**config.mk**
```make
export PLATFORM = sky130hd
export DESIGN_NAME = rename_retire_core_flat
export DESIGN_NICKNAME = d
export VERILOG_FILES = /design/src/rtl/rename_retire_core_pkg.sv /design/src/rtl/rename_retire_core_if.sv /design/src/rtl/rename_retire_core_tag_fifo.sv /design/src/rtl/rename_retire_core.sv /design/src/flat_wrapper.sv
export SDC_FILE = /design/constraint.sdc
export NUM_CORES = 2
export LEC_CHECK = 0
export ABC_CLOCK_PERIOD_IN_PS = 37000
export CAP_MARGIN = 30
export CORE_MARGIN = 2
export CORE_UTILIZATION = 60
export CTS_CLUSTER_DIAMETER = 80
export DETAILED_ROUTE_END_ITERATION = 8
export HOLD_SLACK_MARGIN = 0.03
export PLACE_DENSITY = 0.73
export SLEW_MARGIN = 20
export SYNTH_ARGS = -nofsm -noshare
export SYNTH_HDL_FRONTEND = slang
export SYNTH_HIERARCHICAL = 1
export SYNTH_SLANG_ARGS = --single-unit
```
**constraint.sdc**
```tcl
create_clock -name clock -period 37 [get_ports clock]
set_input_delay 3.7 -clock clock [delete_from_list [all_inputs] [get_ports clock]]
set_output_delay 3.7 -clock clock [all_outputs]
set_load 0.03 [all_outputs]
```
**src/rtl/rename_retire_core_pkg.sv**
```systemverilog
// Shared types and sizes for the rename/retire core: map-table tags,
// ROB entries and the pointer widths derived from the table depths.
package rename_retire_core_pkg;

    localparam int N_ARCH   = 32;
    localparam int N_PHYS   = 64;
    localparam int ROB_SZ   = 32;
    localparam int TAG_W    = $clog2(N_PHYS);
    localparam int ARCH_W   = $clog2(N_ARCH);
    localparam int ROB_W    = $clog2(ROB_SZ);
    localparam int FL_DEPTH = N_PHYS - N_ARCH;

    typedef logic [TAG_W-1:0]  phys_t;
    typedef logic [ARCH_W-1:0] arch_t;
    typedef logic [ROB_W-1:0]  rob_idx_t;

    // One map-table entry: current physical tag and whether its value exists.
    typedef struct packed {
        phys_t phys_reg;
        logic  ready;
        logic  valid;
    } tag_t;

    // One reorder-buffer slot.
    typedef struct packed {
        arch_t dest;
        phys_t t;
        phys_t told;
        logic  has_dest;
        logic  done;
    } rob_entry_t;

    // ROB_SZ is a power of two, so the natural wrap of the index is the modulo.
    function automatic rob_idx_t rob_next(input rob_idx_t i);
        return i + rob_idx_t'(1);
    endfunction

endpackage

```
**src/rtl/rename_retire_core_if.sv**
```systemverilog
// Dispatch / CDB / complete / retire bundle between decode, execution and
// the rename core. master drives instructions and events, slave is the core.
//
// Handshake: dispatch is a valid/stall pair. An instruction is accepted on a
// rising edge where disp_valid is high and disp_stall is low; every disp_*
// result is combinational and only meaningful in that same cycle. cdb_en,
// cmpl_en and ret_en are single-cycle strobes with no back-pressure.
interface rename_retire_core_if;
    import rename_retire_core_pkg::*;

    logic     cdb_en;
    phys_t    cdb_tag;
    logic     disp_valid;
    logic     disp_has_dest;
    arch_t    disp_dest;
    arch_t    disp_src1;
    arch_t    disp_src2;
    logic     disp_stall;
    phys_t    disp_t;
    phys_t    disp_told;
    phys_t    disp_t1;
    logic     disp_t1_rdy;
    phys_t    disp_t2;
    logic     disp_t2_rdy;
    rob_idx_t disp_rob_idx;
    logic     cmpl_en;
    rob_idx_t cmpl_idx;
    logic     ret_en;
    arch_t    ret_dest;
    phys_t    ret_t;
    phys_t    ret_told;

    modport master (
        output cdb_en, cdb_tag, disp_valid, disp_has_dest, disp_dest,
               disp_src1, disp_src2, cmpl_en, cmpl_idx,
        input  disp_stall, disp_t, disp_told, disp_t1, disp_t1_rdy,
               disp_t2, disp_t2_rdy, disp_rob_idx, ret_en, ret_dest,
               ret_t, ret_told
    );

    modport slave (
        input  cdb_en, cdb_tag, disp_valid, disp_has_dest, disp_dest,
               disp_src1, disp_src2, cmpl_en, cmpl_idx,
        output disp_stall, disp_t, disp_told, disp_t1, disp_t1_rdy,
               disp_t2, disp_t2_rdy, disp_rob_idx, ret_en, ret_dest,
               ret_t, ret_told
    );

endinterface

```
**src/rtl/rename_retire_core_tag_fifo.sv**
```systemverilog
// Free-list circular FIFO of physical tags. Comes out of reset full,
// holding BASE .. BASE+DEPTH-1 in order, head at BASE.
module rename_tag_fifo
    import rename_retire_core_pkg::*;
#(
    parameter int DEPTH = FL_DEPTH,
    parameter int BASE  = N_ARCH
) (
    input  logic  clock,
    input  logic  reset,
    input  logic  push,
    input  phys_t push_tag,
    input  logic  pop,
    output phys_t head_tag,
    output logic  empty,
    output logic  full
);

    localparam int PW = $clog2(DEPTH);
    localparam logic [PW:0] INIT_COUNT = (PW+1)'(DEPTH);

    phys_t         mem [DEPTH];
    logic [PW-1:0] head;
    logic [PW-1:0] tail;
    logic [PW:0]   count;
    logic          do_push;
    logic          do_pop;

    assign empty    = (count == '0);
    assign full     = (count == INIT_COUNT);
    assign head_tag = mem[head];
    assign do_push  = push & ~full;
    assign do_pop   = pop & ~empty;

    // Storage: reset reloads the initial free tags, push writes at the tail.
    always_ff @(posedge clock or posedge reset) begin
        if (reset) begin
            for (int i = 0; i < DEPTH; i++) begin
                mem[i] <= phys_t'(BASE + i);
            end
        end else if (do_push) begin
            mem[tail] <= push_tag;
        end
    end

    // Pointers and occupancy; both wrap at DEPTH (a power of two).
    always_ff @(posedge clock or posedge reset) begin
        if (reset) begin
            head  <= '0;
            tail  <= '0;
            count <= INIT_COUNT;
        end else begin
            if (do_push) tail <= tail + 1'b1;
            if (do_pop)  head <= head + 1'b1;
            case ({do_push, do_pop})
                2'b10:   count <= count + 1'b1;
                2'b01:   count <= count - 1'b1;
                default: count <= count;
            endcase
        end
    end

endmodule

```
**src/rtl/rename_retire_core.sv**
```systemverilog
// R10K-style rename/retire core: map table, free list and ROB behind one
// dispatch / CDB / complete / retire interface. One rename per cycle,
// in-order retirement, Told recycled to the free list at retire.
module rename_retire_core
    import rename_retire_core_pkg::*;
(
    input  logic                  clock,
    input  logic                  reset,
    rename_retire_core_if.slave   bus
);

    tag_t        map_q [N_ARCH];
    rob_entry_t  rob_q [ROB_SZ];
    rob_idx_t    rob_head;
    rob_idx_t    rob_tail;
    logic [ROB_W:0] rob_count;

    phys_t    fl_head_tag;
    logic     fl_empty;
    logic     fl_full;
    logic     fl_push;

    logic     has_dest;
    logic     rob_full;
    logic     fire;
    logic     retire;
    logic     cmpl_hit;
    rob_idx_t cmpl_off;
    tag_t     src1_map;
    tag_t     src2_map;
    rob_entry_t head_entry;

    // Writing r0 is architecturally a no-op, so it never consumes a tag.
    assign has_dest  = bus.disp_has_dest & (bus.disp_dest != '0);
    assign rob_full  = (rob_count == (ROB_W+1)'(ROB_SZ));
    assign fire      = bus.disp_valid & ~bus.disp_stall;
    assign head_entry = rob_q[rob_head];
    assign retire    = (rob_count != '0) & head_entry.done;
    assign fl_push   = retire & head_entry.has_dest;

    // A completion only counts if its slot lies in [head, head+count).
    assign cmpl_off  = bus.cmpl_idx - rob_head;
    assign cmpl_hit  = bus.cmpl_en & ({1'b0, cmpl_off} < rob_count);

    // Dispatch results: lookups from current state plus same-cycle CDB forward.
    always_comb begin
        src1_map = map_q[bus.disp_src1];
        src2_map = map_q[bus.disp_src2];
        bus.disp_stall   = bus.disp_valid & (rob_full | (has_dest & fl_empty));
        bus.disp_t       = has_dest ? fl_head_tag : '0;
        bus.disp_told    = has_dest ? map_q[bus.disp_dest].phys_reg : '0;
        bus.disp_rob_idx = rob_tail;
        bus.disp_t1      = src1_map.phys_reg;
        bus.disp_t1_rdy  = src1_map.ready |
                           (bus.cdb_en & (bus.cdb_tag == src1_map.phys_reg));
        bus.disp_t2      = src2_map.phys_reg;
        bus.disp_t2_rdy  = src2_map.ready |
                           (bus.cdb_en & (bus.cdb_tag == src2_map.phys_reg));
        if (bus.disp_src1 == '0) begin
            bus.disp_t1     = '0;
            bus.disp_t1_rdy = 1'b1;
        end
        if (bus.disp_src2 == '0) begin
            bus.disp_t2     = '0;
            bus.disp_t2_rdy = 1'b1;
        end
    end

    assign bus.ret_en   = retire;
    assign bus.ret_dest = head_entry.dest;
    assign bus.ret_t    = head_entry.t;
    assign bus.ret_told = head_entry.told;

    rename_tag_fifo #(
        .DEPTH (FL_DEPTH),
        .BASE  (N_ARCH)
    ) u_free_list (
        .clock    (clock),
        .reset    (reset),
        .push     (fl_push),
        .push_tag (head_entry.told),
        .pop      (fire & has_dest),
        .head_tag (fl_head_tag),
        .empty    (fl_empty),
        .full     (fl_full)
    );

    // Map table: CDB marks matching tags ready; a same-cycle rename of the
    // same register is written last so the new tag (not ready) wins.
    always_ff @(posedge clock or posedge reset) begin
        if (reset) begin
            for (int r = 0; r < N_ARCH; r++) begin
                map_q[r] <= '{phys_reg: phys_t'(r), ready: 1'b1, valid: 1'b1};
            end
        end else begin
            if (bus.cdb_en) begin
                for (int r = 0; r < N_ARCH; r++) begin
                    if (map_q[r].phys_reg == bus.cdb_tag) map_q[r].ready <= 1'b1;
                end
            end
            if (fire && has_dest) begin
                map_q[bus.disp_dest] <= '{phys_reg: fl_head_tag, ready: 1'b0, valid: 1'b1};
            end
        end
    end

    // ROB storage: allocate at the tail on dispatch, mark done on completion.
    always_ff @(posedge clock or posedge reset) begin
        if (reset) begin
            for (int i = 0; i < ROB_SZ; i++) begin
                rob_q[i] <= '0;
            end
        end else begin
            if (fire) begin
                rob_q[rob_tail] <= '{dest: bus.disp_dest, t: bus.disp_t,
                                     told: bus.disp_told, has_dest: has_dest,
                                     done: 1'b0};
            end
            if (cmpl_hit) rob_q[bus.cmpl_idx].done <= 1'b1;
        end
    end

    // ROB pointers and occupancy.
    always_ff @(posedge clock or posedge reset) begin
        if (reset) begin
            rob_head  <= '0;
            rob_tail  <= '0;
            rob_count <= '0;
        end else begin
            if (fire)   rob_tail <= rob_next(rob_tail);
            if (retire) rob_head <= rob_next(rob_head);
            case ({fire, retire})
                2'b10:   rob_count <= rob_count + 1'b1;
                2'b01:   rob_count <= rob_count - 1'b1;
                default: rob_count <= rob_count;
            endcase
        end
    end

endmodule

```
**src/flat_wrapper.sv**
```systemverilog
// flat-port wrapper written by rule: the top's interface ports become plain ports
module rename_retire_core_flat import rename_retire_core_pkg::*;
  (clock, reset, bus_cdb_en, bus_cdb_tag, bus_disp_valid, bus_disp_has_dest, bus_disp_dest, bus_disp_src1, bus_disp_src2, bus_cmpl_en, bus_cmpl_idx, bus_disp_stall, bus_disp_t, bus_disp_told, bus_disp_t1, bus_disp_t1_rdy, bus_disp_t2, bus_disp_t2_rdy, bus_disp_rob_idx, bus_ret_en, bus_ret_dest, bus_ret_t, bus_ret_told);
  rename_retire_core_if bus_i ();
  input  logic clock;
  input  logic reset;
  input wire logic [$bits(bus_i.cdb_en)-1:0] bus_cdb_en;
  input wire logic [$bits(bus_i.cdb_tag)-1:0] bus_cdb_tag;
  input wire logic [$bits(bus_i.disp_valid)-1:0] bus_disp_valid;
  input wire logic [$bits(bus_i.disp_has_dest)-1:0] bus_disp_has_dest;
  input wire logic [$bits(bus_i.disp_dest)-1:0] bus_disp_dest;
  input wire logic [$bits(bus_i.disp_src1)-1:0] bus_disp_src1;
  input wire logic [$bits(bus_i.disp_src2)-1:0] bus_disp_src2;
  input wire logic [$bits(bus_i.cmpl_en)-1:0] bus_cmpl_en;
  input wire logic [$bits(bus_i.cmpl_idx)-1:0] bus_cmpl_idx;
  output wire logic [$bits(bus_i.disp_stall)-1:0] bus_disp_stall;
  output wire logic [$bits(bus_i.disp_t)-1:0] bus_disp_t;
  output wire logic [$bits(bus_i.disp_told)-1:0] bus_disp_told;
  output wire logic [$bits(bus_i.disp_t1)-1:0] bus_disp_t1;
  output wire logic [$bits(bus_i.disp_t1_rdy)-1:0] bus_disp_t1_rdy;
  output wire logic [$bits(bus_i.disp_t2)-1:0] bus_disp_t2;
  output wire logic [$bits(bus_i.disp_t2_rdy)-1:0] bus_disp_t2_rdy;
  output wire logic [$bits(bus_i.disp_rob_idx)-1:0] bus_disp_rob_idx;
  output wire logic [$bits(bus_i.ret_en)-1:0] bus_ret_en;
  output wire logic [$bits(bus_i.ret_dest)-1:0] bus_ret_dest;
  output wire logic [$bits(bus_i.ret_t)-1:0] bus_ret_t;
  output wire logic [$bits(bus_i.ret_told)-1:0] bus_ret_told;
  assign bus_i.cdb_en = bus_cdb_en;
  assign bus_i.cdb_tag = bus_cdb_tag;
  assign bus_i.disp_valid = bus_disp_valid;
  assign bus_i.disp_has_dest = bus_disp_has_dest;
  assign bus_i.disp_dest = bus_disp_dest;
  assign bus_i.disp_src1 = bus_disp_src1;
  assign bus_i.disp_src2 = bus_disp_src2;
  assign bus_i.cmpl_en = bus_cmpl_en;
  assign bus_i.cmpl_idx = bus_cmpl_idx;
  assign bus_disp_stall = bus_i.disp_stall;
  assign bus_disp_t = bus_i.disp_t;
  assign bus_disp_told = bus_i.disp_told;
  assign bus_disp_t1 = bus_i.disp_t1;
  assign bus_disp_t1_rdy = bus_i.disp_t1_rdy;
  assign bus_disp_t2 = bus_i.disp_t2;
  assign bus_disp_t2_rdy = bus_i.disp_t2_rdy;
  assign bus_disp_rob_idx = bus_i.disp_rob_idx;
  assign bus_ret_en = bus_i.ret_en;
  assign bus_ret_dest = bus_i.ret_dest;
  assign bus_ret_t = bus_i.ret_t;
  assign bus_ret_told = bus_i.ret_told;
  rename_retire_core u_core (.clock(clock), .reset(reset), .bus(bus_i));
endmodule
```
Yosys cells after proc, flatten, opt, wreduce, memory -nomap -nowiden
Cells that the tools add are included.

Bits in latches: 0. Register bits: 1088. Output and inout bits: 50. Bits in writable memories: 0. Memories: 0. Input bits: 32. ROM bits: 0. Word-level logic and storage cells: 496.

Multiplexer cells: 102. Magnitude comparators: 13. Shift-type cells: 0. Bitwise operators: 26. Multiply operators: 0. Equality and inequality tests: 40. Div/mod/pow operators: 0. Reduce and logical (&&, ||, !) cells: 12. Add/sub/neg operators: 9.

Operator list (count): $bwmux W608 (2); $mux W608 (2); $bwmux W256 (1); $mux W250 (1); $eq A6 B6 Y1 (34); $bwmux W192 (1); $demux W19 S5 (2); $bmux W8 S5 (3); $bmux W19 S5 (1); $mux W1 (67); $mux W19 (3); $mux W8 (7); $ge A6 B6 Y1 const B (8); $not A5 Y6 (8); $mux W6 (7); $demux W8 S5 (1); $bmux W6 S5 (1); $demux W6 S5 (1); $lt A6 B1 Y1 const B (4); $pmux W6 S2 (2); $add A5 B1 Y5 const B (4); $add A6 B1 Y6 const B (2); $and A1 B1 Y1 (12); $eq A6 B6 Y1 const B (2); 13 further kinds (26).

Logic depth before layout (Yosys ltp)
Word-level depth: 11. Mapped depth: 17. Mapped depth without buffers: 13.

Cells and area by module
The synthesis kept the hierarchy.

Modules (own cells, without submodules): rename_retire_core (instances 1, seq. area each 21360.5 sq um, area an instance 44193.6 sq um, cells each 3357); rename_tag_fifo (instances 1, seq. area each 5346.4 sq um, area an instance 10065.9 sq um, cells each 709).

Least setup slack after synthesis
No wires, ideal clock.

Path kind: input to output. Start: input bus_disp_src2[1]. End: output bus_disp_t2_rdy. Buffers on the path: 5. Slack: 26492 ps. Arrival time: 6808 ps. Cell stages on the path: 11. Required time: 33300 ps. Cells stage by stage: buf_2 > buf_2 > buf_1 > buf_2 > buf_2 > mux4_2 > o211ai_1 > nand4_1 > xnor2_1 > nand3_1 > o31ai_1.

Cells in the longest elaborated chain, start to end: 8. Elaborated cells between the ends (all ways): 9. Those cells by class: 1 x eq/ne; 4 x mux; 3 x bitwise; 1 x reduce/logical.

RTL lines: start, declared (line flat_wrapper.sv:13) `input wire logic [$bits(bus_i.disp_src2)-1:0] bus_disp_src2;`; $not A5 Y6 (implied by the code) (line rename_retire_core.sv:48) `src2_map = map_q[bus.disp_src2];`; $bmux W8 S5 (line rename_retire_core.sv:48); $mux W8 (implied by the code) (2 in series) (line rename_retire_core.sv:48); $eq A6 B6 Y1 (line rename_retire_core.sv:58) `(bus.cdb_en & (bus.cdb_tag == src2_map.phys_reg));`; $and A1 B1 Y1 (line rename_retire_core.sv:58); $or A1 B1 Y1 (line rename_retire_core.sv:57) `bus.disp_t2_rdy = src2_map.ready |`; $mux W1 (*) (line rename_retire_core.sv:63) `if (bus.disp_src2 == '0) begin`; end, declared (line flat_wrapper.sv:22) `output wire logic [$bits(bus_i.disp_t2_rdy)-1:0] bus_disp_t2_rdy;`.

Every way passes the cells marked *; elsewhere a longest branch is shown, timed or not. The select of a mux whose other input is x is not followed.

Worst setup path in the final report
Same ends and word-level chain as after synthesis.

==> results.txt <==
The run finished with clean final reports. The number of flops mapped to enable cells by yosys is 0. For this run, the leading register cell type out of synthesis is sky130_fd_sc_hd__dfrtp_1. The part of the power in the clock network is 0.280.

The sum of routed wire length over all layers came out at 151 mm. The hold violation total from the final report came to 0. Across the VDD grid, the largest voltage drop is between 0.00005 and 0.00006 V.

For the final routed database, the setup TNS stands at 0 ns. The register bit total from synthesis came out at 1056. sky130_fd_sc_hd__dfrtp_1 takes more of the synthesized area than any other cell. The full die area is around 93000 um^2.

The CTS root buffer is sky130_fd_sc_hd__clkbuf_16. The clock net in this run drives a total of around 1100 sinks. The post-synth design cell area is around 54000 um^2. The worst-case clock skew is approximately 0.036 ns. The post-detailed-placement half-perimeter wirelength came out at 92.8 mm. The net switching power of the design came out at 0.00143 W. The portion of total power attributed to combinational logic is 0.315. The area inside the core boundary came out at 89900 um^2.

The average cell area after synthesis came out at about 13 um^2. The number of buffers added on ports came out at 81. The largest buffer count on any clock path came out at 3.

The number of DRC markers in iteration 0 is ~3800. The area added between synthesis and finish is 10.7%. The post-synthesis instance total came out at roughly 4000. The total number of placement rows came out at 110. Setup violations remaining at the end of the flow were counted as 0. The number of vias per cell is 6.75. The tightest hold margin is ~0.46 ns. Of the total power, the share spent switching nets is 0.343. The tightest min-delay check is of the flip-flop to flip-flop type. The sequential-to-total area share from yosys stat is 0.492. Before antenna repair, the detailed router went through 6 iterations. The hold path depth is 0. The insertion delay of the later-clocked pin in the worst-skew pair came out at just over 0.7 ns. The number of global-route vias before repair was 36064. The part of the power in registers is 0.405. The post-route fraction of the period consumed by the critical path is 0.305. The number of buffers inserted for hold repair after clock tree synthesis came out at 0.

The die height came out at between 300 and 400 um. The routed layout has 35689 vias. Dividing total power by cell area gives a power density of between 60 and 70 nW/um^2. The number of cells on the worst reg-to-reg path came out at 12. The required time reported for the critical path endpoint came out at between 30 and 40 ns.

The number of gates resized after CTS was 0. The count of pins over their slew limit is 0. The maximum number of pins on one net before global-route repair came out at ~180. The count of synthesis-stage warnings from yosys came out at 6. The most common library cell in the layout ignoring fill and taps is sky130_fd_sc_hd__dfrtp_1.

The share of synthesized flip-flops with an asynchronous set or reset came out at 1.00. The minimum clock period is between 10 and 15 ns. TritonCTS built the clock tree.

The number of maximum-capacitance violations is 0. Clock tree synthesis inserted a total of between 100 and 150 buffers. The number of antenna violations at the first check in global routing was 1.

The floorplan step set the die width to between 300 and 400 um. By area the synthesized netlist is led by sky130_fd_sc_hd__dfrtp_1, sky130_fd_sc_hd__mux2_2, sky130_fd_sc_hd__mux4_2. The worst max-slew margin expressed relative to the limit came out at 0.336. The analysis attributes to cell leakage a power of between 20 and 30 nW. After clock tree synthesis, the setup repair step added 0 buffers.

The final weighted congestion of routability-driven global placement came out at 0.977. The internal power of the cells is 0.00273 W. The highest attainable clock frequency came out at roughly 90 MHz.

At the pin with the least slew margin, the transition time is 0.995 ns. The clock-pin transition on the worst setup and hold timing paths is about 0.06 ns. The nature of the critical path endpoint is an output pin. In the final routed layout, each cell accounts on average for 28.5 um.

Leaving out fill and tap cells, the most frequent cells in the layout are sky130_fd_sc_hd__dfrtp_1, sky130_fd_sc_hd__mux2_2, sky130_fd_sc_hd__mux4_2. The filler cells instantiated in the layout total ~6400. The number of remaining DRC errors came out at 0. The overall track demand over capacity in global routing came out at 0.328. The overflow left after global routing came out at 0. The share of Yosys cell area claimed by the top area cell type is 0.383. The count of pins on the block boundary came out at 82. The effective utilization at floorplan is 0.604. The kind of critical path is input port to output pin.

STA classifies the critical path startpoint as an input port. The number of routed nets with antenna violations came out at 0. Setup repair after global routing left no endpoint under its margin. The netlist uses between 60 and 70 different library cells. The maximum fanout along the worst path came out at between 40 and 50. The wire length of the first global-routing pass is between 200 and 250 mm. STA puts the critical path data arrival time at approximately 7.6 ns.

The H-tree generated during clock tree synthesis spans 3 levels. The number of nets produced by synthesis is between 4000 and 5000. The final-stage net count came out at roughly 4000.

The number of antenna diodes is 0. Of the cells placed in the final design, the portion with a size suffix greater than 1 is 0.407.
cells in the mapped netlist (32+ instances only):
library cell               instances
sky130_fd_sc_hd__dfstp_2         225
sky130_fd_sc_hd__clkbuf_1        281
sky130_fd_sc_hd__buf_1            38
sky130_fd_sc_hd__xnor2_1         120
sky130_fd_sc_hd__dfrtp_1         831
sky130_fd_sc_hd__nor2_1          103
sky130_fd_sc_hd__mux2i_1         124
sky130_fd_sc_hd__nand2_1         334
sky130_fd_sc_hd__mux2_2          759
sky130_fd_sc_hd__a22oi_1          43
sky130_fd_sc_hd__nand4_1          41
sky130_fd_sc_hd__buf_2            32
sky130_fd_sc_hd__xor2_1          114
sky130_fd_sc_hd__nand3_1          45
sky130_fd_sc_hd__nor4_1           37
sky130_fd_sc_hd__o21ai_0         239
sky130_fd_sc_hd__mux4_2          339
worst max-delay path, stage by stage:
cell and delay [ns]:
sky130_fd_sc_hd__buf_4 0.59, sky130_fd_sc_hd__buf_4 0.61, sky130_fd_sc_hd__mux4_2 0.40, sky130_fd_sc_hd__nor2_1 0.10
sky130_fd_sc_hd__a2111oi_0 0.08, sky130_fd_sc_hd__dlymetal6s2s_1 0.23, sky130_fd_sc_hd__nor4bb_1 0.59, sky130_fd_sc_hd__xor2_1 0.19
sky130_fd_sc_hd__nand3_1 0.09, sky130_fd_sc_hd__o31ai_1 0.22, sky130_fd_sc_hd__clkdlybuf4s50_1 0.73
final timing paths:
| kind | start | to | slack, ns |
|---|---|---|---|
| hold / removal | u_core/map_q[253] | u_core/map_q[253] | 0.46 |
| min in group asynchronous | reset | u_core/u_free_list/mem[37] | 3.51 |
| max in group asynchronous | reset | u_core/rob_q[481] | 30.62 |
| hold reg to reg | u_core/map_q[253] | u_core/map_q[253] | 0.46 |
| setup / recovery | bus_disp_src2[1] | bus_disp_t2_rdy | 25.73 |
| setup reg to reg | u_core/rob_head[1] | u_core/u_free_list/count[5] | 31.13 |
metrics by stage:
step	cell area (um^2)	instances	total power (W)	util	worst slack, ns
floorplan	54300	4066	0.00256	-	9.66
global placement	56000	5070	0.00295	0.623	25.59
detailed placement	56000	5072	0.00299	0.623	25.63
CTS	59900	5279	0.00416	0.666	25.63
global route	60100	5289	0.00434	0.668	25.53
finish	60100	5289	0.00416	0.668	25.73
per-layer routing:
| layer | routed length, um | vias up | share of wire | global-route usage |
|---|---|---|---|---|
| met1 | 64600 | 18847 | 0.43 | 0.486 |
| met2 | 68300 | 1576 | 0.45 | 0.490 |
| met3 | 11900 | 360 | 0.079 | 0.0602 |
| li1 | - | 14906 | - | - |
| met4 | 5690 | 0 | 0.038 | 0.120 |
| met5 | 0 | - | 0 | 0 |
power by group through the flow:
stage          registers (W)  logic, W  clock network (W)
2_1_floorplan        0.00157  0.000983                  0
3_3_place_gp         0.00168   0.00127                  0
3_5_place_dp         0.00169   0.00130                  0
4_1_cts              0.00168   0.00130            0.00118
5_1_grt              0.00171   0.00140            0.00123
6_report             0.00169   0.00131            0.00117
cell families after synthesis:
| kind of cell | count (synthesis) | synth area share |
|---|---|---|
| AO/OA/AOI/OAI | 449 | 0.0531 |
| XOR/XNOR | 234 | 0.0378 |
| adder cells (fa/ha/maj) | 31 | 0.00756 |
| buffers and inverters | 382 | 0.0272 |
| flip-flops | 1056 | 0.492 |
| multiplexers | 1223 | 0.321 |
| AND/OR/NAND/NOR | 691 | 0.0609 |
cell type report:
cell class	count	area, um^2	area share
Multi-Input combinational cell	2628	26200	0.435
Clock inverter	53	694	0.0116
Inverter	31	133	0.00221
Clock buffer	154	3150	0.0524
Tap cell	1176	1470	0.0245
Timing Repair Buffer	191	1740	0.0289
Sequential cell	1056	26700	0.445
registers in the layout, summed over array words and instances (netlist names), 6 cells and up:
name                      count
u_core/rob_q                608
u_core/u_free_list/count      6
u_core/u_free_list/mem      192
u_core/rob_count              6
u_core/map_q                224
Power figures use the tool's default switching activity.
